==> src/rtl/exp_arbiter_16.sv <==
// exp_arbiter_16: shares one exp_1_block_16 among NUM_REQ softmax lanes, routing results back by lane tag
// Ports: clock_i, reset_i (async, active-high); cfg_req_en_i lane enable mask latched when a batch starts;
//   req_data_i/req_valid_i/req_last_i lane samples, req_ready_o one-hot grant;
//   exp_data_o/exp_data_valid_o/exp_downscale_done_o drive the exp unit, exp_data_i/exp_data_valid_i return from it;
//   rsp_data_o shared result, rsp_valid_o/rsp_last_o one-hot per lane; all_done_o batch pulse; err_o sticky orphan result.
// Build option: EXP_ARB_FIXED_PRIO_EN selects fixed lowest-index priority instead of round-robin.
module exp_arbiter_16 #(
  parameter int DATA_SIZE = 16,
  parameter int NUM_REQ = 4,
  parameter int EXP_LATENCY = 1
) (
  input  logic                         clock_i,
  input  logic                         reset_i,
  input  logic [NUM_REQ-1:0]           cfg_req_en_i,
  input  logic [NUM_REQ*DATA_SIZE-1:0] req_data_i,
  input  logic [NUM_REQ-1:0]           req_valid_i,
  input  logic [NUM_REQ-1:0]           req_last_i,
  output logic [NUM_REQ-1:0]           req_ready_o,
  output logic [DATA_SIZE-1:0]         exp_data_o,
  output logic                         exp_data_valid_o,
  output logic                         exp_downscale_done_o,
  input  logic [DATA_SIZE-1:0]         exp_data_i,
  input  logic                         exp_data_valid_i,
  output logic [DATA_SIZE-1:0]         rsp_data_o,
  output logic [NUM_REQ-1:0]           rsp_valid_o,
  output logic [NUM_REQ-1:0]           rsp_last_o,
  output logic                         all_done_o,
  output logic                         err_o
);
  localparam int IW = $clog2(NUM_REQ);
  // one extra slot covers the registered issue stage ahead of the exp unit
  localparam int TD = EXP_LATENCY + 1;
  localparam int CW = $clog2(TD + 1);
  localparam int TS = 1 << CW;
  localparam logic [1:0] S_IDLE = 2'd0, S_RUN = 2'd1, S_DRAIN = 2'd2, S_DONE = 2'd3;
  logic [1:0] r_state;
  logic [NUM_REQ-1:0] r_en, r_fin, w_elig, w_gnt, w_fin_nxt;
  logic [IW-1:0] w_base, w_gidx, w_k;
  logic w_xfer, w_pop, w_last;
  logic [DATA_SIZE-1:0] w_data;
  logic [CW-1:0] r_cnt, w_wi;
  logic [IW-1:0] r_tg [TS];
  logic r_tl [TS];
`ifdef EXP_ARB_FIXED_PRIO_EN
  assign w_base = '0;
`else
  logic [IW-1:0] r_ptr;
  assign w_base = r_ptr;
  always_ff @(posedge clock_i or posedge reset_i)
    if (reset_i) r_ptr <= '0;
    else if (w_xfer) r_ptr <= (int'(w_gidx) == NUM_REQ - 1) ? '0 : w_gidx + 1'b1;
`endif
  assign w_elig = (r_state == S_RUN) ? r_en & ~r_fin & req_valid_i : '0;
  // scanning downward lets the lane closest to w_base win
  always_comb begin
    w_xfer = 1'b0;
    w_gidx = '0;
    w_k = '0;
    for (int i = NUM_REQ - 1; i >= 0; i--) begin
      w_k = IW'((int'(w_base) + i) % NUM_REQ);
      if (w_elig[w_k]) begin
        w_xfer = 1'b1;
        w_gidx = w_k;
      end
    end
  end
  assign w_gnt = NUM_REQ'(w_xfer) << w_gidx;
  assign req_ready_o = w_gnt;
  assign w_data = req_data_i[int'(w_gidx)*DATA_SIZE +: DATA_SIZE];
  assign w_last = req_last_i[w_gidx];
  assign w_fin_nxt = r_fin | (w_last ? w_gnt : '0);
  assign w_pop = exp_data_valid_i && r_cnt != '0;
  assign w_wi = r_cnt - CW'(w_pop);
  assign all_done_o = r_state == S_DONE;
  always_ff @(posedge clock_i or posedge reset_i)
    if (reset_i) begin
      r_state <= S_IDLE;
      r_en <= '0;
      r_fin <= '0;
      exp_data_o <= '0;
      exp_data_valid_o <= 1'b0;
      exp_downscale_done_o <= 1'b0;
    end else begin
      exp_data_valid_o <= w_xfer;
      exp_downscale_done_o <= 1'b0;
      if (w_xfer) exp_data_o <= w_data;
      r_fin <= w_fin_nxt;
      case (r_state)
        S_IDLE: if (|(req_valid_i & cfg_req_en_i)) begin
          r_state <= S_RUN;
          r_en <= cfg_req_en_i;
        end
        S_RUN: if (w_fin_nxt == r_en) begin
          r_state <= S_DRAIN;
          exp_downscale_done_o <= 1'b1;
        end
        S_DRAIN: if (r_cnt == '0) r_state <= S_DONE;
        default: begin
          r_state <= S_IDLE;
          r_fin <= '0;
        end
      endcase
    end
  // tag FIFO: oldest at slot 0, shifted on every returned result
  always_ff @(posedge clock_i or posedge reset_i)
    if (reset_i) begin
      r_cnt <= '0;
      for (int i = 0; i < TS; i++) begin
        r_tg[i] <= '0;
        r_tl[i] <= 1'b0;
      end
      rsp_data_o <= '0;
      rsp_valid_o <= '0;
      rsp_last_o <= '0;
      err_o <= 1'b0;
    end else begin
      r_cnt <= r_cnt + CW'(w_xfer) - CW'(w_pop);
      if (w_pop)
        for (int i = 0; i < TS - 1; i++) begin
          r_tg[i] <= r_tg[i+1];
          r_tl[i] <= r_tl[i+1];
        end
      if (w_xfer) begin
        r_tg[w_wi] <= w_gidx;
        r_tl[w_wi] <= w_last;
      end
      rsp_valid_o <= NUM_REQ'(w_pop) << r_tg[0];
      rsp_last_o <= NUM_REQ'(w_pop & r_tl[0]) << r_tg[0];
      if (w_pop) rsp_data_o <= exp_data_i;
      if (exp_data_valid_i && r_cnt == '0) err_o <= 1'b1;
    end
endmodule
==> config.mk <==
export PLATFORM = sky130hd
export DESIGN_NAME = exp_arbiter_16
export DESIGN_NICKNAME = d
export VERILOG_FILES = /design/src/rtl/exp_arbiter_16.sv
export SDC_FILE = /design/constraint.sdc
export NUM_CORES = 1
export LEC_CHECK = 0
export ABC_AREA = 0
export CAP_MARGIN = 20
export CORE_UTILIZATION = 48
export DETAILED_ROUTE_END_ITERATION = 8
export GPL_TIMING_DRIVEN = 0
export PLACE_DENSITY = 0.95
export SLEW_MARGIN = 20
export SYNTH_ARGS = -nofsm -noshare
export SYNTH_HDL_FRONTEND = slang
export SYNTH_SLANG_ARGS = --single-unit
==> constraint.sdc <==
create_clock -name clock_i -period 6.4 [get_ports clock_i]
set_input_delay 1.28 -clock clock_i [delete_from_list [all_inputs] [get_ports clock_i]]
set_output_delay 1.28 -clock clock_i [all_outputs]
set_load 0.005 [all_outputs]
== After elaboration in Yosys (flattened, before gate mapping) ==
Index checks and enable logic that the tools add are counted.

* $add $sub $neg: 7
* $lt $le $gt $ge: 7
* Eq/ne operators: 8
* Shifts and indexed selects: 4
* Mux-type cells: 38
* Bitwise operators: 7
* Reductions and logical operators: 10

{| class="wikitable"
|+ Operator list
! operator !! count
|-
| $shiftx A64 B7 Y16 || 1
|-
| $mux W2 || 9
|-
| $mux W4 || 4
|-
| $lt A2 B3 Y1 const B || 5
|-
| $and A4 B4 Y4 || 3
|-
| $mux W1 || 12
|-
| $shl A1 B2 Y4 || 3
|-
| $bmux W1 S2 || 5
|-
| $bwmux W8 || 1
|-
| $mux W8 || 1
|-
| $mux W6 || 1
|-
| $pmux W2 S3 || 1
|-
| $add A2 B1 Y2 const B || 2
|-
| $add A2 B2 Y2 const B || 2
|-
| $bwmux W4 || 1
|-
| $demux W2 S2 || 1
|-
| $eq A2 B1 Y1 const B || 2
|-
| $eq A2 B2 Y1 const B || 2
|-
| $eq A4 B4 Y1 || 1
|-
| $logic_not A2 Y1 || 2
|-
| $ne A2 B2 Y1 const B || 2
|-
| $not A4 Y4 || 1
|-
| $or A4 B4 Y4 || 1
|-
| $reduce_or A4 Y1 || 1
|-
| 14 further kinds || 17
|}

* Bits in registers: 69
* Input bits: 95
* Output and inout bits: 48
* Word-level logic and storage cells: 101

== Logic depth before layout (Yosys ltp) ==
Gate-level depths: netlist (run 1).

* Word-level depth: 17
* Depth in mapped cells: 12

== Worst setup path after synthesis (run 1) ==
No wires, ideal clock.

* Path type: input-to-output
* From: input req_valid_i[0]
* To: output req_ready_o[1]
* Arrival: 2.703 ns
* Data required time: 5.120 ns
* Path slack: 2.417 ns
* Cell stages on the path: 8
* Buffers on the path: 3
* Path through: and3b_1 -> buf_6 -> nand2_1 -> nand4_1 -> a311oi_2 -> buf_2 -> buf_2 -> nor2_1

* Longest elaborated chain between the ends: 9
* Elaborated cells on any way between the ends: 19
* Those cells by class: shift: 1; mux: 17; bitwise: 1

{| class="wikitable"
|+ RTL lines
! what !! line !! text
|-
| from (decl) || 16 || <nowiki>input logic [NUM_REQ-1:0] req_valid_i,</nowiki>
|-
| $and A4 B4 Y4 * || 53 || <nowiki>assign w_elig = (r_state == S_RUN) ? r_en & ~r_fin & req_valid_i : '0;</nowiki>
|-
| $mux W4 * || 53 ||
|-
| $bmux W1 S2 || 61 || <nowiki>if (w_elig[w_k]) begin</nowiki>
|-
| $mux W1 (not written as such) || 61 ||
|-
| $mux W1 or $mux W2 (tied branches) (4 in a row) || 61 ||
|-
| $shl A1 B2 Y4 * || 67 || <nowiki>assign w_gnt = NUM_REQ'(w_xfer) << w_gidx;</nowiki>
|-
| to (decl) || 18 || <nowiki>output logic [NUM_REQ-1:0] req_ready_o,</nowiki>
|}

Mark *: on every way between the ends. The rest lies on a longest branch, timed or not. The select of a mux whose other input is x is not followed.

== Worst setup path in the final report (run 1) ==
* From: input req_valid_i[2]
* To: output req_ready_o[1]

Same word-level chain as after synthesis.

==> run summary, run 1 <==
Initial antenna violation count -> 0
Category of the worst setup path launch point -> input port
Starting density of the core -> 0.4997
ANT nets after route -> 0
Data required time of the worst path -> 5.12 ns
Cell leakage power -> 2.477 nW
Number of flops mapped to enable cells by yosys -> 0
Total Routed Length -> 9919 um
Synth Area in Compound Gates -> 0.1411
Clock slew seen by the registers of the worst setup and hold paths -> 0.07 ns
Most area-hungry cell type in the Yosys netlist -> dfrtp_1
Buffer type at the clock tree root -> clkbuf_8
Number of warnings reported in the yosys synthesis log -> 0
Global-route usage over all layers -> 0.2599
Power Total -> 2.445 mW
Simple-gate share of the synthesized area -> 0.2719
Yosys top cell area share -> 0.4713
Congestion Overflow GR -> 0
Slowest cell delay on critical path -> 0.55 ns
H-tree lvl count -> 3
Clock tree sinks -> 69
Xor/xnor share of the synthesized area -> 0.007172
Dominant combinational cell family by area after synthesis -> simple AND/OR/NAND/NOR gates
Power share of the combinational group -> 0.547
Number of standard cells after synthesis -> 449
Core box area -> 0.007331 mm2
Number of max-capacitance violations reported -> 0
Die Area -> 0.007986 mm2
Worst Setup Path Type -> in2out
Pins over their slew limit -> 0
Residual DRC -> 0
Most common flop cell mapped by yosys -> dfrtp_1
List of cells traversed by the critical path -> clkdlybuf4s50_1 -> and3b_1 -> buf_6 -> nand4_1 -> a311oi_2 -> buf_2 -> buf_2 -> nor2_1 -> clkdlybuf4s50_1
Non-filler cells in the finished layout -> 707
Transition at the pin with the smallest max-transition slack -> 0.5710 ns
Post-Syn Nets -> 551
Mean routed wirelength per cell -> 14.03 um
Final critical path time including I/O delays and setup -> 5.271 ns
Chip width -> 89.37 um
Worst min-delay path category -> reg2reg
Share of post-route cells with drive strength above 1 -> 0.06414
Count of instances resized after the clock tree is built -> 0
Netlist cell types -> 52
Run status -> finished clean
Pwr/cell area -> 449.7 mW/mm2
Top-level port count -> 143
Final worst setup slack -> 1.129 ns
Number of register bits inferred by synthesis -> 69
Clock network fraction of total power -> 0.146
Buffers and inverters on the worst path -> 5
Cell types occupying the most area after synthesis -> dfrtp_1 47%, nand2_1 13%, nor2_1 6.8%
Clock buffer count from CTS -> 9
Cell type of the slowest stage on the worst timing path -> a311oi_2
Via count of the first global-routing pass -> 3568
Input/output buffers -> 142
Setup TNS after final layout -> 0 ns
Unrepaired setup endpoints after global routing -> no
Sw Share -> 0.4155
Cell total after placement -> 691
Y dimension of the die -> 89.37 um
Count of fill cells added during filler insertion -> 509
Placement-stage worst setup slack -> 1.202 ns
Weighted congestion at the end of routability-driven global placement -> 0.8596
Maximum clock rate -> 189.7 MHz
Row count -> 31
Avg Cell Area, Syn -> 8.159 um2
Final setup viols -> 0
Number of post-CTS setup repair buffers -> 0
Clock Skews -> 0.009119 ns
Post-CTS Hold Buffers -> 0
Portion of netlist area occupied by mux cells -> 0.03757
CTS tree -> built
Number of failing hold endpoints at the final stage -> 0
Post-synthesis sequential area ratio -> 0.4713
Number of buffers on the longest clock path -> 2
Sequential share of power -> 0.308
Area of the multi-input gates -> 0.001764 mm2
Total internal power -> 1.429 mW
HPWL after detailed placement -> 7535 um
Post-DR vias/cell -> 5.345
Largest net degree at the start of global routing -> 56
Number of search-and-repair iterations in the first detailed-routing pass -> 4
Latest clock arrival within the worst-skew pair -> 0.34 ns
Sequential cell area -> 0.001727 mm2
NumNets Final -> 705
First DRT Iteration DRCs -> 245
Routed vias -> 3779
Worst path arrival time -> 3.99 ns
Ys async rst share -> 1.000
VDD IR max -> 0.2817 mV
Net load switching power -> 1.016 mW
Mapped cell area -> 0.003664 mm2
CP Max Fanout -> 10
Arithmetic-cell share of the synthesized area counting full adders, half adders and majority gates -> 0.02391
Critical path's top delay family -> buffers and inverters
Number of antenna diodes -> 0
Kind of capture point of the worst setup path -> primary output
Headroom to the max-slew limit -> 0.6084
Signed area change from the synthesized netlist to the final layout -> 48.39%
Period Utilization, post-route -> 0.8236
Global-route wire length before repair -> 15860 um
==> layout make-up <==
cell class | count | share of cell area
Buffer | 25 | 0.02278
Clock buffer | 9 | 0.02278
Timing Repair Buffer | 143 | 0.2665
Clock inverter | 7 | 0.01358
Multi-Input combinational cell | 342 | 0.3245
Sequential cell | 69 | 0.3176
Tap cell | 99 | 0.02278
Inverter | 13 | 0.009436
==> worst register-to-register path: cells and delay by family (launching register included) <==
kind | cells | cell delay, ns
AND/OR/NAND/NOR | 3 | 0.42
adder cells (fa/ha/maj) | 1 | 0.29
buffers and inverters | 3 | 0.68
flip-flops | 1 | 0.42
AO/OA/AOI/OAI | 5 | 1.17
==> kinds of logic after synthesis <==
logic type               Yosys count
flip-flops                        69
XOR/XNOR                           3
AO/OA/AOI/OAI                     82
AND/OR/NAND/NOR                  237
adder cells (fa/ha/maj)            7
buffers and inverters             38
multiplexers                      13
==> flip-flops by register name (all words and copies together) (netlist names), 3 cells and up, named ones only <==
signal / flops
rsp_last_o: 4
exp_data_o: 16
r_tg: 6
rsp_data_o: 16
r_en: 4
r_fin: 4
r_tl: 3
rsp_valid_o: 4
==> metal layers <==
layer | vias to the layer above | GRT usage | wire length, um | part of all wire
li1 | 1806 | - | - | -
met4 | 0 | 0.08802 | 164 | 0.017
met5 | - | 0 | 0 | 0
met3 | 20 | 0.06002 | 716 | 0.072
met1 | 1779 | 0.3097 | 4004 | 0.40
met2 | 174 | 0.4622 | 5034 | 0.51
==> cells in the final DEF (no fill, tap or decap), drive strengths merged, types with 2 or more instances in the layout <==
cell,instances
a211oi,3
a21boi,2
a21oi,9
a221oi,2
a22oi,4
a31oi,5
and2,3
and3,2
and3b,3
buf,10
clkbuf,25
clkdlybuf4s50,142
clkinv,5
dfrtp,69
ha,7
inv,13
mux2,6
mux2i,7
nand2,128
nand3,18
nor2,66
nor2b,5
nor3,4
nor3b,2
o21ai,44
o22ai,2
o31ai,2
xnor2,2
==> final timing paths <==
check | cells after the start | slack (ns) | end | start
min in group asynchronous | 2 | 1.21 | r_en[0] | reset_i
worst max-delay path | 9 | 1.13 | req_ready_o[1] | req_valid_i[2]
worst max register to register | 12 | 3.32 | exp_data_o[11] | r_state[1]
worst min-delay path | 1 | 0.46 | err_o | err_o
worst min register to register | 1 | 0.46 | err_o | err_o
max in group asynchronous | 3 | 4.67 | r_fin[3] | reset_i
==> cell usage after synthesis, types with 3 or more instances <==
cell type	instances
a21oi_1	9
a22oi_1	4
a31oi_1	5
and3b_1	3
buf_2	6
buf_6	3
clkbuf_1	16
dfrtp_1	69
ha_1	7
inv_1	12
mux2_2	5
mux2i_1	7
nand2_1	128
nand3_1	18
nor2_1	66
nor2b_1	4
nor3_1	4
o21ai_0	40
o21ai_1	4
==> through the flow <==
stage	util	hold slack, ns	instance area, um2
after CTS	0.7416	0.4684	5436
after global routing	0.7416	0.4997	5436
final	0.7416	0.4595	5436
after detailed placement	0.7146	0.4514	5239
after global placement	0.7105	0.4466	5209
after floorplan	-	0.4497	3664
==> power by group through the flow <==
stage | clock, mW | sequential [mW] | combinational [mW]
after floorplan | 0 | 0.743 | 0.791
after global placement | 0 | 0.745 | 1.26
after detailed placement | 0 | 0.758 | 1.32
after CTS | 0.361 | 0.750 | 1.33
after global routing | 0.382 | 0.776 | 1.49
final | 0.357 | 0.752 | 1.34
No activity file was read; power rests on OpenSTA's default activity.
==> inputs of run 2 (changes only) <==
--- a/config.mk
+++ b/config.mk
@@ -7,10 +7,10 @@
 export LEC_CHECK = 0
 export ABC_AREA = 0
 export CAP_MARGIN = 20
-export CORE_UTILIZATION = 48
+export CORE_UTILIZATION = 44
 export DETAILED_ROUTE_END_ITERATION = 8
 export GPL_TIMING_DRIVEN = 0
-export PLACE_DENSITY = 0.95
+export PLACE_DENSITY = 0.9
 export SLEW_MARGIN = 20
 export SYNTH_ARGS = -nofsm -noshare
 export SYNTH_HDL_FRONTEND = slang
==> constraint.sdc (replaced) <==
create_clock -name clock_i -period 5.4 [get_ports clock_i]
set_input_delay 1.08 -clock clock_i [delete_from_list [all_inputs] [get_ports clock_i]]
set_output_delay 1.08 -clock clock_i [all_outputs]
set_load 0.005 [all_outputs]
==> run 2 against run 1 <==
Effect of this change:
- non-clock buffer count is the same
- hold slack gained 0.0047 ns
- first-iteration DRC count shrank 4.9%
- clock power grew 31%
- utilization shrank 4.9 points
- critical path type unchanged
- sequential power grew 19%
- global-route usage shrank 1.9 points
- final cell count grew 0.42%
- combinational power grew 19%
- critical path depth grew 1
- total power grew 21%
- clock skew shrank 0.0024 ns
==> run summary, run 2 (synthesis results as in run 1) <==
Post-route worst hold slack -> 0.4641 ns
Regs by FF count -> exp_data_o: 16 flops, rsp_data_o: 16 flops, r_tg: 6 flops
Period Utilization, post-route -> 0.9042
Final critical path time including I/O delays and setup -> 4.882 ns
Transition at the pin with the smallest max-transition slack -> 0.6396 ns
H-tree lvl count -> 3
Number of max-capacitance violations reported -> 0
Sw Share -> 0.4096
Final setup viols -> 0
Global-route usage over all layers -> 0.2407
Worst min-delay path category -> reg2reg
Starting density of the core -> 0.4645
Maximum clock rate -> 204.8 MHz
Power Total -> 2.947 mW
HPWL after detailed placement -> 7763 um
CP Max Fanout -> 10
Slack of the worst reg-to-reg path -> 2.36 ns
Data required time of the worst path -> 4.32 ns
Initial antenna violation count -> 0
Congestion Overflow GR -> 0
NumNets Final -> 705
Number of antenna diodes -> 0
Sequential share of power -> 0.303
Number of failing hold endpoints at the final stage -> 0
Pwr/cell area -> 539.4 mW/mm2
Number of buffers on the longest clock path -> 2
Capture endpoint of the worst hold path -> err_o
Run status -> finished clean
Worst path arrival time -> 3.80 ns
Signed area change from the synthesized netlist to the final layout -> 49.15%
Depth of the most critical reg-to-reg path -> 12
Hold Path Origin -> err_o
Via count of the first global-routing pass -> 3509
Kind of capture point of the worst setup path -> primary output
Global-route wire length before repair -> 16300 um
Post-CTS Hold Buffers -> 0
Count of instances resized after the clock tree is built -> 0
Net load switching power -> 1.207 mW
Weighted congestion at the end of routability-driven global placement -> 0.8678
Top-level port count -> 143
Setup TNS after final layout -> 0 ns
Power share of the combinational group -> 0.539
First DRT Iteration DRCs -> 233
Row count -> 32
Number of post-CTS setup repair buffers -> 0
Largest net degree at the start of global routing -> 56
Input/output buffers -> 142
Cell total after placement -> 694
Number of search-and-repair iterations in the first detailed-routing pass -> 5
Cell leakage power -> 2.483 nW
Die Area -> 0.008695 mm2
VDD IR max -> 0.2974 mV
Latest clock arrival within the worst-skew pair -> 0.35 ns
Total Routed Length -> 10180 um
R2R Path End -> exp_data_o[14]
Non-filler cells in the finished layout -> 710
Clock Skews -> 0.006734 ns
Buffer type at the clock tree root -> clkbuf_8
Y dimension of the die -> 93.25 um
Commonest non-fill, non-tap cell in the layout -> clkdlybuf4s50_1
Pins over their slew limit -> 0
Worst Setup Path Type -> in2out
Commonest cells after routing, fill and taps aside -> 142 x clkdlybuf4s50_1, 128 x nand2_1, 69 x dfrtp_1
Post-DR vias/cell -> 5.238
Residual DRC -> 0
Category of the worst setup path launch point -> input port
Routed vias -> 3719
Chip width -> 93.25 um
Count of cells along the worst hold path -> 1
Share of post-route cells with drive strength above 1 -> 0.06414
ANT nets after route -> 0
Total internal power -> 1.740 mW
Clock buffer count from CTS -> 9
Mean routed wirelength per cell -> 14.34 um
Headroom to the max-slew limit -> 0.5703
Clock tree sinks -> 69
Clock network fraction of total power -> 0.158
Unrepaired setup endpoints after global routing -> no
CTS tree -> built
Core box area -> 0.007888 mm2
Clock slew seen by the registers of the worst setup and hold paths -> 0.07 ns
R2R Path Start -> r_state[1]
## run 2: cell count changes in the layout (fill, tap and decap cells not counted)
| cell | before | now |
|---|---|---|
| bufinv_16 | 1 | 2 |
| clkinvlp_4 | 1 | 2 |
| clkinv_2 | 2 | 1 |
| clkinv_4 | 2 | 1 |
## run 2: worst max-delay path by stage
stage / from / endpoint / slack [ns]
6_report: req_valid_i[0] / req_ready_o[1] / 0.52
5_1_grt: req_valid_i[0] / req_ready_o[1] / 0.43
4_1_cts: req_valid_i[0] / req_ready_o[1] / 0.54
3_5_place_dp: req_valid_i[0] / req_ready_o[1] / 0.55
3_3_place_gp: req_valid_i[2] / req_ready_o[1] / 0.64
2_1_floorplan: req_valid_i[0] / req_ready_o[1] / 1.82
## run 2: worst max-delay path, stage by stage
cell and delay, ns:
clkdlybuf4s50_1 0.43, and3b_1 0.19, buf_6 0.14, nand2_1 0.06
nand4_1 0.14, a311oi_2 0.54, buf_2 0.32, buf_2 0.26
nor2_1 0.13, clkdlybuf4s50_1 0.49
## run 2: cell type report
type / count / area, um2
Sequential cell: 69 / 1727
Timing Repair Buffer: 143 / 1449
Inverter: 13 / 51.30
Fill cell: 609 / 2424
Clock buffer: 9 / 123.9
Clock inverter: 7 / 97.59
Tap cell: 102 / 127.6
Multi-Input combinational cell: 342 / 1764
Buffer: 25 / 123.9
## run 2: per-stage QoR
step	setup WS (ns)	utilization	cell area, um2
global placement	0.6370	0.6609	5213
floorplan	1.817	-	3664
detailed placement	0.5500	0.6647	5243
finish	0.5175	0.6927	5464
CTS	0.5425	0.6927	5464
global route	0.4325	0.6927	5464
## run 2: power groups by stage
stage                     registers [mW]  clock network [mW]  logic [mW]
final                              0.892               0.466        1.59
after global routing               0.923               0.503        1.76
after CTS                          0.891               0.474        1.59
after detailed placement           0.900                   0        1.58
after global placement             0.884                   0        1.51
after floorplan                    0.881                   0       0.938
## run 2: routing by layer
metal	vias up	track usage	wire [um]
li1	1800	-	-
met1	1739	0.2974	4142
met2	159	0.4167	5162
met3	21	0.04634	678
met4	0	0.08974	194
met5	-	0	0
==> edit 1 (config.mk and constraints of run 1) <==
Register the output `err_o` once more, cleared by the reset; this adds one clock of latency there. The other outputs are not delayed to match.
--- a/src/rtl/exp_arbiter_16.sv
+++ b/src/rtl/exp_arbiter_16.sv
@@ -33,6 +33,8 @@
   localparam int CW = $clog2(TD + 1);
   localparam int TS = 1 << CW;
   localparam logic [1:0] S_IDLE = 2'd0, S_RUN = 2'd1, S_DRAIN = 2'd2, S_DONE = 2'd3;
+
+  logic err_s0;
   logic [1:0] r_state;
   logic [NUM_REQ-1:0] r_en, r_fin, w_elig, w_gnt, w_fin_nxt;
   logic [IW-1:0] w_base, w_gidx, w_k;
@@ -112,7 +114,7 @@
       rsp_data_o <= '0;
       rsp_valid_o <= '0;
       rsp_last_o <= '0;
-      err_o <= 1'b0;
+      err_s0 <= 1'b0;
     end else begin
       r_cnt <= r_cnt + CW'(w_xfer) - CW'(w_pop);
       if (w_pop)
@@ -127,6 +129,14 @@
       rsp_valid_o <= NUM_REQ'(w_pop) << r_tg[0];
       rsp_last_o <= NUM_REQ'(w_pop & r_tl[0]) << r_tg[0];
       if (w_pop) rsp_data_o <= exp_data_i;
-      if (exp_data_valid_i && r_cnt == '0) err_o <= 1'b1;
+      if (exp_data_valid_i && r_cnt == '0) err_s0 <= 1'b1;
     end
+  always_ff @(posedge clock_i or posedge reset_i) begin
+    if (reset_i) begin
+      err_o <= '0;
+    end else begin
+      err_o <= err_s0;
+    end
+  end
+
 endmodule
Function: changed (Yosys sat finds a counterexample within 4 cycles, from zero or initial values and one cycle with reset_i high).
==> edit 1 against run 1 <==
Synthesized cell count decreased by 9.6%; sequential share of layout area decreased by 0.32 points; setup slack got worse by 36 ps; design area increased by 2.5%; global-route usage increased by 0.32 points; wire length increased by 3.6%; count of clock-buffer cells in the layout increased by 1; sequential cell count increased by 1; first-iteration DRC count decreased by 15%; critical endpoint unchanged; largest power group unchanged; power decreased by 3.5%; area after synthesis increased by 2.8%.
==> edit 1: results (changes against run 1) <==
[logic_synthesis]
synth_mux_area_share_pct = 12.5  ; +8.7 points
synth.net_count = 509  ; -7.6%
synth.most_common_cell = nand2_1
synth_xor_area_share_pct = 0.465  ; -0.25 points
synth_compound_area_share_pct = 14.1  ; -0.047 points
ys_async_sr_fraction_pct = 100  ; unchanged
netlist-cell-type-count = 50  ; -3.8%
synth.yosys.seq_area_share_pct = 46.5  ; -0.60 points
ys_top_cells_by_count = nand2_1, dfrtp_1, o21ai_0
synth.area.top_cells = dfrtp_1, nand2_1, mux2_2, mux2i_1, o21ai_0
synth_fa_ha_area_share_pct = 2.66  ; +0.27 points
syn-instance-count = 406  ; -9.6%

[hold_path]
hp-start = err_s0

[timing]
max_slew.worst_pin.slew_ps = 557  ; -14.2 ps
skew_ps = 10.4  ; +1.27 ps

[final_layout]
antenna_cells = 0  ; unchanged
drive_above_1_share_pct = 9.38  ; +3.0 points
instances_no_fill = 664  ; -6.1%
top_regs = exp_data_o (16), rsp_data_o (16), r_tg (6)
area_growth_pct = 48.0

[clock_network]
ctsResizeCount = 0  ; unchanged
insertion_delay_ps = 350
numCtsBuffers = 9  ; unchanged
cts_buffer_depth = 2  ; unchanged
clk_pin_slew_worst_paths_ps = 80

[global_route]
antenna_found_initial = 0  ; unchanged
grt_max_degree = 62  ; +11%
grt_pass1_wl_um = 17200  ; +8.2%
grt_usage_pct = 26.3  ; +0.32 points
grt_pass1_vias = 3719  ; +4.2%

[placed_design]
place_ws_ps = 1190  ; -14.6 ps
gp_congestion = 0.936  ; +8.9%
dp_cells = 648  ; -6.2%
dp_hpwl_um = 7770  ; +3.1%

[outcome]
status = finished clean

[critical_path]
crit_arrival_ps = 4030  ; +40 ps
critical_path_class = input port to primary output
cp-startpoint = req_valid_i[1]
critPathMaxStageDelay_ps = 530  ; -20 ps
crit_slowest_cell = clkdlybuf4s50_1

[power_and_ir_drop]
vdd_drop_max_uv = 251  ; -11%
leakage_nw = 2.53  ; +1.9%

[route]
viasPerCell = 5.46  ; +2.2%
routedWlPerCell_um = 15.5  ; +10%
drtIter0Drc = 208  ; -15%
dr.pass1.iters = 4  ; unchanged

==> edit 1: changes by cell type in the layout (fill, tap and decap cells not counted), moves of 4 or more <==
cell             run 1  this run
nor2_1              66        20
nand2_1            128       100
mux2_2               5        22
nand3_1             18         3
mux2i_1              7        21
a21oi_1              9        14
and2_1               2         6
clkbuf_1            16        12
==> edit 1: final cells by class <==
cell class / count / area (µm²)
clock inverters: 6 / 93.8
inverters: 14 / 55.1
well taps: 99 / 124
multi-input cells: 303 / 1880
repair buffers: 143 / 1450
fillers: 497 / 1840
flip-flops and latches: 70 / 1750
clock buffers: 10 / 138
plain buffers: 19 / 85.1
==> edit 1: logic make-up after synthesis <==
family                     count (synthesis)
AOI/OAI and AO/OA                         85
xor gates and xnor gates                   2
adders and majority gates                  8
buffers and inverters                     33
DFF                                       70
muxes                                     44
and+or+nand+nor                          164
==> edit 1: metrics by stage <==
step	cell area, µm²	hold slack, ps	power [mW]
floorplan	3760	355	1.44
global placement	5310	365	1.87
detailed placement	5340	377	1.94
CTS	5570	396	2.37
global route	5570	408	2.54
finish	5570	390	2.36
==> edit 1: final timing paths <==
path	slack [ps]	cells past startpoint	endpoint
max	1090	10	req_ready_o[1]
min	390	0	err_o
max reg2reg	3420	8	register
min reg2reg	390	0	err_o
max in group asynchronous	4690	3	exp_data_o[3]
min in group asynchronous	1180	2	r_fin[2]
==> edit 1: power breakdown <==
part	switching, mW	internal (mW)
clock network	0.177	0.233
logic	0.602	0.596
registers	0.125	0.627
==> edit 1: metal layers <==
metal | track usage (%) | share of wire (%)
met3 | 5.56 | 6.3
met2 | 46.3 | 51
met4 | 12.8 | 3.4
met5 | 0 | 0
met1 | 30.2 | 39
==> edit 1: critical path: cells and delay by family <==
family          cells  cell delay, ps
compound gates      1             500
simple gates        4             700
buf+inv             5            1550
==> edit 2 (settings of run 1) <==
Without the edit above. `DATA_SIZE`: 16 -> 8.
--- a/src/rtl/exp_arbiter_16.sv
+++ b/src/rtl/exp_arbiter_16.sv
@@ -5,7 +5,7 @@
 //   rsp_data_o shared result, rsp_valid_o/rsp_last_o one-hot per lane; all_done_o batch pulse; err_o sticky orphan result.
 // Build option: EXP_ARB_FIXED_PRIO_EN selects fixed lowest-index priority instead of round-robin.
 module exp_arbiter_16 #(
-  parameter int DATA_SIZE = 16,
+  parameter int DATA_SIZE = 8,
   parameter int NUM_REQ = 4,
   parameter int EXP_LATENCY = 1
 ) (
Ports: changed (resized exp_data_i, exp_data_o, req_data_i and rsp_data_o); port bits go from 143 to 87. No check against the original RTL was run, so the function may have changed too.
==> edit 2 against run 1 <==
Via count shrank 31%; design area decreased by 28%; wire length decreased by 29%; count of clock-buffer cells in the layout fell by 3; power decreased by 31%; clock power down 38%; sequential cell count is 16 lower; area after synthesis is 23% lower; utilization decreased by 4.2 points; setup slack improved by 330 ps; highest routed layer unchanged; sequential power is 23% lower; sequential share of layout area rose by 2.1 points; synthesized cell count fell by 32%; largest power group unchanged.
==> edit 2: results (changes against run 1) <==
[clock_network]
insertion_delay_ps = 300  ; -40 ps
numCtsBuffers = 5  ; -4

[placed_design]
dp_cells = 465  ; -33%

[timing]
skew_ps = 6.60  ; -2.52 ps

[global_route]
grt_usage_pct = 24.4  ; -1.6 points
grt_pass1_vias = 2720  ; -24%
grt_pass1_wl_um = 11800  ; -26%
grtUsageMet3_pct = 4.60  ; -1.4 points

[critical_path]
reg2reg_to = r_state[1]
critical_path.max_fanout = 5  ; -5
crit_arrival_ps = 3660  ; -330 ps
endpoint = req_ready_o[3]
r2r_slack_ps = 3520  ; +200 ps

[final_layout]
clock_area_share_pct = 2.84  ; -0.80 points
nFlopsAndLatches = 53  ; -23%
top_regs = exp_data_o (8), rsp_data_o (8), r_tg (6)
finish.net_count = 463  ; -34%
sh_seq_area_pct = 33.8  ; +2.1 points
drive_above_1_share_pct = 8.73  ; +2.3 points
fill_cells = 425  ; -17%
multi_input_area_share_pct = 35.7  ; +3.3 points
buffers_excl_clock = 100  ; -40%

[route]
dr_wl_met2_um = 3770  ; -25%
vias = 2615  ; -31%
routed_wl_um = 7060  ; -29%
routedWlPerCell_um = 14.9  ; +6.4%

[logic_synthesis]
synth.yosys.seq_area_share_pct = 46.7  ; -0.41 points
netlist-cell-type-count = 49  ; -5.8%

[hold_path]
whs_endpoint = rsp_data_o[6]

[outcome]
status = finished clean

## edit 2: where the power goes
part	switching, mW	internal [mW]	total [mW]
registers	0.104	0.472	0.576
clock network	0.105	0.117	0.223
logic	0.452	0.436	0.887
## edit 2: through the flow
step                      hold slack (ps)  utilization [%]  setup WS (ps)  area [µm²]
after floorplan                       451                -           2710        2840
after global placement                444             67.6           1550        3790
after detailed placement              461             67.9           1510        3810
after CTS                             482             69.9           1480        3920
after global routing                  508             69.9           1330        3920
final                                 482             69.9           1460        3920
## edit 2: worst max-delay path, cell delays in order
cell,delay [ps]
clkdlybuf4s50_1,520
nand3b_1,180
nor3_1,360
a221oi_1,170
or3_1,440
nor2_1,180
clkdlybuf4s50_1,520
## edit 2: kinds of logic after synthesis
family / synth area share, %
and+or+nand+nor: 20.2
AOI/OAI and AO/OA: 13.8
DFF: 46.7
muxes: 10.9
buffers and inverters: 3.97
adders and majority gates: 3.53
xor gates and xnor gates: 0.926
